<file path="config.mk">
export PLATFORM = sky130hd
export DESIGN_NAME = poly_mod_to_bin
export DESIGN_NICKNAME = d
export VERILOG_FILES = /design/src/rtl/poly_mod_to_bin.sv
export SDC_FILE = /design/constraint.sdc
export NUM_CORES = 1
export LEC_CHECK = 0
export CAP_MARGIN = 20
export CORE_ASPECT_RATIO = 1.75
export CORE_UTILIZATION = 51
export CTS_CLUSTER_DIAMETER = 30
export DETAILED_ROUTE_END_ITERATION = 8
export PLACE_DENSITY = 0.86
export SLEW_MARGIN = 20
export SYNTH_ARGS = -nofsm -noshare
export SYNTH_HDL_FRONTEND = slang
export SYNTH_SLANG_ARGS = --single-unit
</file>
<file path="constraint.sdc">
create_clock -name i_clk -period 3.95 [get_ports i_clk]
set_clock_uncertainty 0.1 [all_clocks]
set_input_delay 0.395 -clock i_clk [delete_from_list [all_inputs] [get_ports i_clk]]
set_output_delay 0.395 -clock i_clk [all_outputs]
set_load 0.005 [all_outputs]
</file>
<file path="src/rtl/poly_mod_to_bin.sv">
// poly_mod_to_bin: converts a redundant-form polynomial (coefficients wider
// than the radix) into a plain binary integer by rippling the carry one word
// per cycle, least significant word first.
//
// Handshake: a transfer happens on any rising edge where valid and ready are
// both high on the same side (i_val/o_rdy upstream, o_val/i_rdy downstream).
// Valid must not depend on ready. o_dat is held stable while o_val=1 and
// i_rdy=0. In DONE, an upstream accept and a downstream handshake may share
// the same edge, which gives back-to-back operation with no idle bubble.
module poly_mod_to_bin #(
    parameter int WORD_BITS       = 8,
    parameter int NUM_WORDS       = 4,
    parameter int REDUN_WORD_BITS = 1,
    parameter int I_WORD          = NUM_WORDS + 1,
    parameter int COEF_BITS       = WORD_BITS + REDUN_WORD_BITS,
    parameter int O_BITS          = (I_WORD - 1) * WORD_BITS + COEF_BITS + 1
) (
    input  logic                                i_clk,
    input  logic                                i_rst_n,
    input  logic                                i_val,
    input  logic [I_WORD-1:0][COEF_BITS-1:0]    i_dat,
    output logic                                o_rdy,
    output logic                                o_val,
    output logic [O_BITS-1:0]                   o_dat,
    input  logic                                i_rdy,
    output logic [1:0]                          o_dbg_state
);

    // Carry never exceeds this width: an all-ones coefficient plus the
    // largest carry still fits in COEF_BITS+1 bits.
    localparam int CARRY_BITS = COEF_BITS + 1 - WORD_BITS;
    localparam int IDX_W      = (I_WORD > 1) ? $clog2(I_WORD) : 1;
    localparam logic [IDX_W-1:0] LAST_IDX = IDX_W'(I_WORD - 1);

    typedef enum logic [1:0] {
        IDLE = 2'd0,
        PROP = 2'd1,
        DONE = 2'd2
    } state_e;

    state_e                             state_q;
    logic                               val_q;
    logic [I_WORD-1:0][COEF_BITS-1:0]   coef_q;
    logic [CARRY_BITS-1:0]              carry_q;
    logic [IDX_W-1:0]                   idx_q;
    // Low result words are exactly WORD_BITS wide; the top word keeps the
    // full sum so no bits of the final carry are dropped.
    logic [I_WORD-2:0][WORD_BITS-1:0]   lo_q;
    logic [COEF_BITS:0]                 hi_q;

    logic [COEF_BITS-1:0]               coef_sel;
    logic [COEF_BITS:0]                 sum_d;
    logic [CARRY_BITS-1:0]              carry_d;
    logic                               accept;

    assign o_rdy       = (state_q == IDLE) || ((state_q == DONE) && i_rdy);
    assign accept      = i_val && o_rdy;
    assign o_val       = val_q;
    assign o_dat       = {hi_q, lo_q};
    assign o_dbg_state = state_q;

    // Select the current coefficient and add the running carry.
    always_comb begin
        coef_sel = '0;
        for (int k = 0; k < I_WORD; k++) begin
            if (idx_q == IDX_W'(k)) begin
                coef_sel = coef_q[k];
            end
        end
        sum_d   = {1'b0, coef_sel} + {{WORD_BITS{1'b0}}, carry_q};
        carry_d = sum_d[COEF_BITS:WORD_BITS];
    end

    // Control FSM plus datapath registers; accept takes priority so a DONE
    // handshake can restart the conversion on the same edge.
    always_ff @(posedge i_clk or negedge i_rst_n) begin
        if (!i_rst_n) begin
            state_q <= IDLE;
            val_q   <= 1'b0;
            coef_q  <= '0;
            carry_q <= '0;
            idx_q   <= '0;
            lo_q    <= '0;
            hi_q    <= '0;
        end else if (accept) begin
            state_q <= PROP;
            val_q   <= 1'b0;
            coef_q  <= i_dat;
            carry_q <= '0;
            idx_q   <= '0;
            lo_q    <= '0;
            hi_q    <= '0;
        end else begin
            case (state_q)
                PROP: begin
                    if (idx_q == LAST_IDX) begin
                        hi_q    <= sum_d;
                        state_q <= DONE;
                        val_q   <= 1'b1;
                    end else begin
                        for (int k = 0; k < I_WORD - 1; k++) begin
                            if (idx_q == IDX_W'(k)) begin
                                lo_q[k] <= sum_d[WORD_BITS-1:0];
                            end
                        end
                        carry_q <= carry_d;
                        idx_q   <= idx_q + IDX_W'(1);
                    end
                end
                DONE: begin
                    if (i_rdy) begin
                        state_q <= IDLE;
                        val_q   <= 1'b0;
                    end
                end
                default: begin
                end
            endcase
        end
    end

endmodule

</file>
# Yosys cells after proc, flatten, opt, wreduce, memory -nomap -nowiden
# Index checks and enable logic that the tools add are counted.
totals:
  reg_bits: 95
  input_bits: 49
  output_inout_bits: 46
  elab_cells: 73
op_classes:
  addsub: 2
  eq_ne: 9
  mux: 29
  reduce_logical: 19
ops:
  columns: ["op", "count"]
  rows:
  - ["two-way mux 32 bit", 3]
  - ["two-way mux 9 bit", 5]
  - ["two-way mux 8 bit", 4]
  - ["two-way mux 10 bit", 3]
  - ["AND reduction 3 bit", 5]
  - ["two-way mux 2 bit", 6]
  - ["nonzero test 2 bit", 6]
  - ["adder 9 x 2 -> 10 bit", 1]
  - ["two-way mux 3 bit", 3]
  - ["equality test 3 x 2 -> 1 bit, second input constant", 2]
  - ["inequality test 3 bit, second input constant", 2]
  - ["one-hot mux 2 bit (2 select lines)", 1]
  - ["AND reduction 2 bit", 2]
  - ["adder 3 x 1 -> 3 bit, second input constant", 1]
  - ["equality test 3 x 1 -> 1 bit, second input constant", 1]
  - ["equality test 3 bit, second input constant", 1]
  - ["logical NOT 3 bit", 1]
  - ["two-way mux 1 bit", 3]
  - ["nonzero test 3 bit", 1]
  - ["equality test 2 x 1 -> 1 bit, second input constant", 1]
  - ["equality test 2 bit, second input constant", 1]
  - ["logical AND 1 bit", 2]
  - ["logical NOT 2 bit", 1]
  - ["inequality test 2 bit, second input constant", 1]
  - ["2 further kinds", 2]

# Depth between registers and ports, before layout
logic_depth:
  word_depth: 11
  depth_mapped: 17
  depth_no_buf: 15

# Worst setup path after synthesis
# Ideal clock, no wire load.
synth_path:
  path_type: "reg-to-reg"
  startpoint: "register idx_q[2]"
  endpoint: "register lo_q, in the netlist o_dat[22]"
  setup_time_ns: 0.148
  arrival_ns: 2.952
  required_ns: 3.702
  path_slack_ns: 0.750
  path_stages_with_launch: 16
  path_buffers: 3
  synth_period_minus_slack_ns: 3.200
  path_cell_list: "dfrtp_1 -> buf_2 -> inv_1 -> ha_1 -> buf_2 -> clkbuf_1 -> nor2b_1 -> a22oi_1 -> o21ai_0 -> ha_1 -> inv_1 -> fa_1 -> a31oi_1 -> nand2_1 -> xor2_1 -> a21oi_1"
synth_via:
  elab_chain_cells: 11
  elab_cells_between_ends: 18
  cone_classes: "1 x add/sub; 5 x eq/ne; 9 x mux; 3 x reduce/logical"
synth_lines:
  columns: ["element", "line", "source"]
  rows:
  - ["start: declaration", "45", "logic [IDX_W-1:0] idx_q;"]
  - ["start signal: assignment", "107", "idx_q <= idx_q + IDX_W'(1);"]
  - ["logical NOT 3 bit", "66", "if (idx_q == IDX_W'(k)) begin"]
  - ["two-way mux 9 bit (5 in a row)", "66", null]
  - ["adder 9 x 2 -> 10 bit", "70", "sum_d = {1'b0, coef_sel} + {{WORD_BITS{1'b0}}, carry_q};"]
  - ["two-way mux 8 bit", "102", "if (idx_q == IDX_W'(k)) begin"]
  - ["two-way mux 32 bit", "96", "if (idx_q == LAST_IDX) begin"]
  - ["two-way mux 32 bit", "94", "case (state_q)"]
  - ["two-way mux 32 bit", "85", "end else if (accept) begin"]
  - ["end signal: indexed assignment", "103", "lo_q[k] <= sum_d[WORD_BITS-1:0];"]
  - ["end: declaration", "48", "logic [I_WORD-2:0][WORD_BITS-1:0] lo_q;"]
# Several ways; a longest one is shown, not always the timed one. The select of a mux whose other input is x is not followed.
# A chain may end at the register's enable or synchronous reset.

# Worst setup path in the final report
layout_path:
  startpoint: "register idx_q[0]"
  endpoint: "register lo_q, in the netlist o_dat[22]"
# The elaborated chain is that of the path after synthesis.

==> impl_metrics.env <==
export IMPL_syn_instance_count=497
export IMPL_final_fill_count=658
export IMPL_totalPowerFinal_w=0.004535
export IMPL_io_pins=95
export IMPL_synth_nets=554
export IMPL_routed_wirelength_um=11450
export IMPL_tritoncts_clock_tree="done"
export IMPL_floorplan_die_width_um=72.27
export IMPL_detailedPlace_worstSlack_ns=0.7489
export IMPL_finish_net_count=640
export IMPL_timing_critical_path_fanout_max=12
export IMPL_first_global_vias=3962
export IMPL_synth_cell_area_um2=4407
export IMPL_timing_critical_path_arrival_ns=3.34
export IMPL_row_count=44
export IMPL_synth_async_sr_flop_share_pct=100.0
export IMPL_finalMaxSlewViolations=0
export IMPL_ctsResizeCount=0
export IMPL_clock_tree_buffer_depth=2
export IMPL_synth_largest_type_area_fraction_pct=53.38
export IMPL_critical_path_endpoint_type="register"
export IMPL_detailedPlacementHpwl_um=8513
export IMPL_setup_tns_ns=0
export IMPL_min_path_type="primary input to asynchronous set/reset pin"
export IMPL_timing_final_setup_violations=0
export IMPL_holdWs_ns=0.01760
export IMPL_yosysWarningCount=0
export IMPL_synth_enable_flop_cells=0
export IMPL_grt_ovfl_total=0
export IMPL_per_instance_average_area_after_synthesis_um2=8.867
export IMPL_run_status="complete, no violations"
export IMPL_max_cap_violations=0
export IMPL_sequential_cell_area_um2=2352
export IMPL_layout_worst_path_cycle_share_pct=82.13
export IMPL_cts_clk_slew_worst_paths_ns=0.06
export IMPL_insertedDiodeCount=0
export IMPL_synthFlopType="dfrtp_1"
export IMPL_drt_drc_violations_left=0
export IMPL_antenna_found_initial=0
export IMPL_synthDominantAreaCellType="dfrtp_1"
export IMPL_clk_insertion_delay_late_ns=0.35
export IMPL_drt_pass1_iterations=5
export IMPL_hold_violations=0
export IMPL_synth_lib_cells_used_distinct=49
export IMPL_initial_core_util_pct=53.01
export IMPL_rsz0062_at_grt="no"
export IMPL_critPathKind="register to register"
export IMPL_area_delta_synth_final_pct=30.75
export IMPL_regToRegSetupSlack_ns=0.71
export IMPL_share_of_final_layout_standard_cells_stronger_than_drive_strength_1_pct=6.133
export IMPL_yosysSeqAreaShare_pct=53.38
export IMPL_combined_area_of_the_multi_input_logic_cells_um2=1897
export IMPL_ff2ff_path_depth=15
export IMPL_fmax_mhz=308.2
export IMPL_grt_start_max_net_pins=95
export IMPL_number_of_violations_reported_at_the_end_of_detailed_routing_iteration_0=297
export IMPL_globalRouteTotalUtil_pct=28.01
export IMPL_h_tree_depth=3
export IMPL_regToRegStartpoint="idx_q[0]"
export IMPL_detail_route_wl_per_cell_um=16.30
export IMPL_number_of_storage_elements_in_the_synthesis_netlist=94
export IMPL_ir_worst_vdd_mv=0.3563
export IMPL_cp_start_kind="register"
export IMPL_mostFrequentLayoutCells="172 x nand2_1, 94 x dfrtp_1, 93 x clkdlybuf4s50_1, 31 x o21ai_0, 29 x nor2_1"
export IMPL_period_minus_slack_ns=3.244
export IMPL_ant_nets=0
export IMPL_leading_cell_type_in_the_layout_fill_and_taps_excluded="nand2_1"
export IMPL_dr_total_vias=3856
export IMPL_cts_sinks=94
export IMPL_cp_data_required_time_ns=4.04
export IMPL_finalCoreUtilization_pct=69.31
export IMPL_gp_congestion=0.9583
export IMPL_r2r_end="o_dat[22]"
export IMPL_cts_root_buf="clkbuf_16"
export IMPL_postCtsHoldBufs=0
export IMPL_worstMarginPinSlew_ns=0.8604
export IMPL_drt_vias_per_instance=5.493
export IMPL_pwr_dens_nw_per_um2=787.0
export IMPL_grt_pass1_wl_um=19150
export IMPL_p_leak_nw=2.733
export IMPL_die_h_um=125.0
export IMPL_placeableCoreArea_um2=8313
export IMPL_die_area_um2=9031
export IMPL_cts_buffers_inserted=9
export IMPL_timing_slew_headroom_pct=42.20
export IMPL_cts_setup_buffers=0
export IMPL_port_buffer_cells=94
export IMPL_synth_top_cells_by_area="dfrtp_1 53%, nand2_1 15%, o21ai_0 3.5%, a21oi_1 3.1%, nor2_1 2.5%"
export IMPL_fin_ws_ns=0.7058
## synthesized netlist by cell type (all sizes together) (4+ instances only)
cell    instances
a21o            5
a21oi          27
a221oi          4
a22o            4
a31oi           4
and3           11
and3b           5
buf             7
clkbuf         22
dfrtp          94
ha              7
inv             8
nand2         173
nand2b          5
nand3           5
nor2           30
nor2b           5
nor3           14
o21ai          31
xnor2           4
## power breakdown
part / internal (W) / total, W / switching, W
sequential: 0.00136 / 0.00164 / 0.000278
clock: 0.000570 / 0.000930 / 0.000360
combinational: 0.000859 / 0.00197 / 0.00111
total: 0.00279 / 0.00453 / 0.00175
## layout make-up
cell class	instances	share of cell area (%)
clock buffers	10	4.148
inverters	8	0.5212
repair buffers	104	17.65
well taps	115	2.497
flip-flops and latches	94	40.83
multi-input cells	366	32.92
clock inverters	5	1.433
## routing by layer
| metal | wire length, um | share of wire (%) | vias up | global-route usage [%] |
|---|---|---|---|---|
| li1 | - | - | 1840 | - |
| met1 | 4328 | 38 | 1862 | 31.69 |
| met2 | 6162 | 54 | 115 | 47.06 |
| met3 | 366 | 3.2 | 39 | 5.479 |
| met4 | 588 | 5.1 | 0 | 17.99 |
| met5 | 0 | 0 | - | 0 |
## stage by stage
stage	std cells	area, um2
finish	702	5762
global route	702	5762
CTS	702	5758
detailed placement	687	5436
global placement	687	5436
floorplan	497	4407
## flip-flops by register name (all words and copies together) (netlist names)
name / count
coef_q: 45
idx_q: 3
hi_q: 10
o_dat: 32
carry_q: 2
o_dbg_state: 2
## how the worst max path moves through the flow
stage,from,to,slack [ns],depth (start not counted)
global route,idx_q[0],o_dat[31],0.39,13
floorplan,idx_q[2],o_dat[22],0.75,15
detailed placement,idx_q[0],o_dat[22],0.75,15
finish,idx_q[0],o_dat[22],0.71,15
CTS,idx_q[0],o_dat[22],0.73,15
global placement,idx_q[0],o_dat[31],0.86,13
## kinds of logic after synthesis
logic type / Yosys count / share of synthesized area (%)
multiplexers: 1 / 0.2272
AND/OR/NAND/NOR: 257 / 25.75
AO/OA/AOI/OAI: 93 / 13.20
adder cells (fa/ha/maj): 8 / 2.442
flip-flops: 94 / 53.38
XOR/XNOR: 7 / 1.391
buffers and inverters: 37 / 3.606
## critical path: stages (launching register included)
cell     delay [ns]
dfrtp_1        0.41
inv_1          0.10
ha_1           0.25
buf_4          0.20
a21oi_1        0.14
a21oi_1        0.06
nor2_1         0.09
a21oi_1        0.04
o21ai_0        0.17
ha_1           0.19
inv_1          0.05
fa_1           0.42
a31oi_1        0.22
nand2_1        0.10
xor2_1         0.43
a21oi_1        0.13
(Power assumes the default switching activity.)
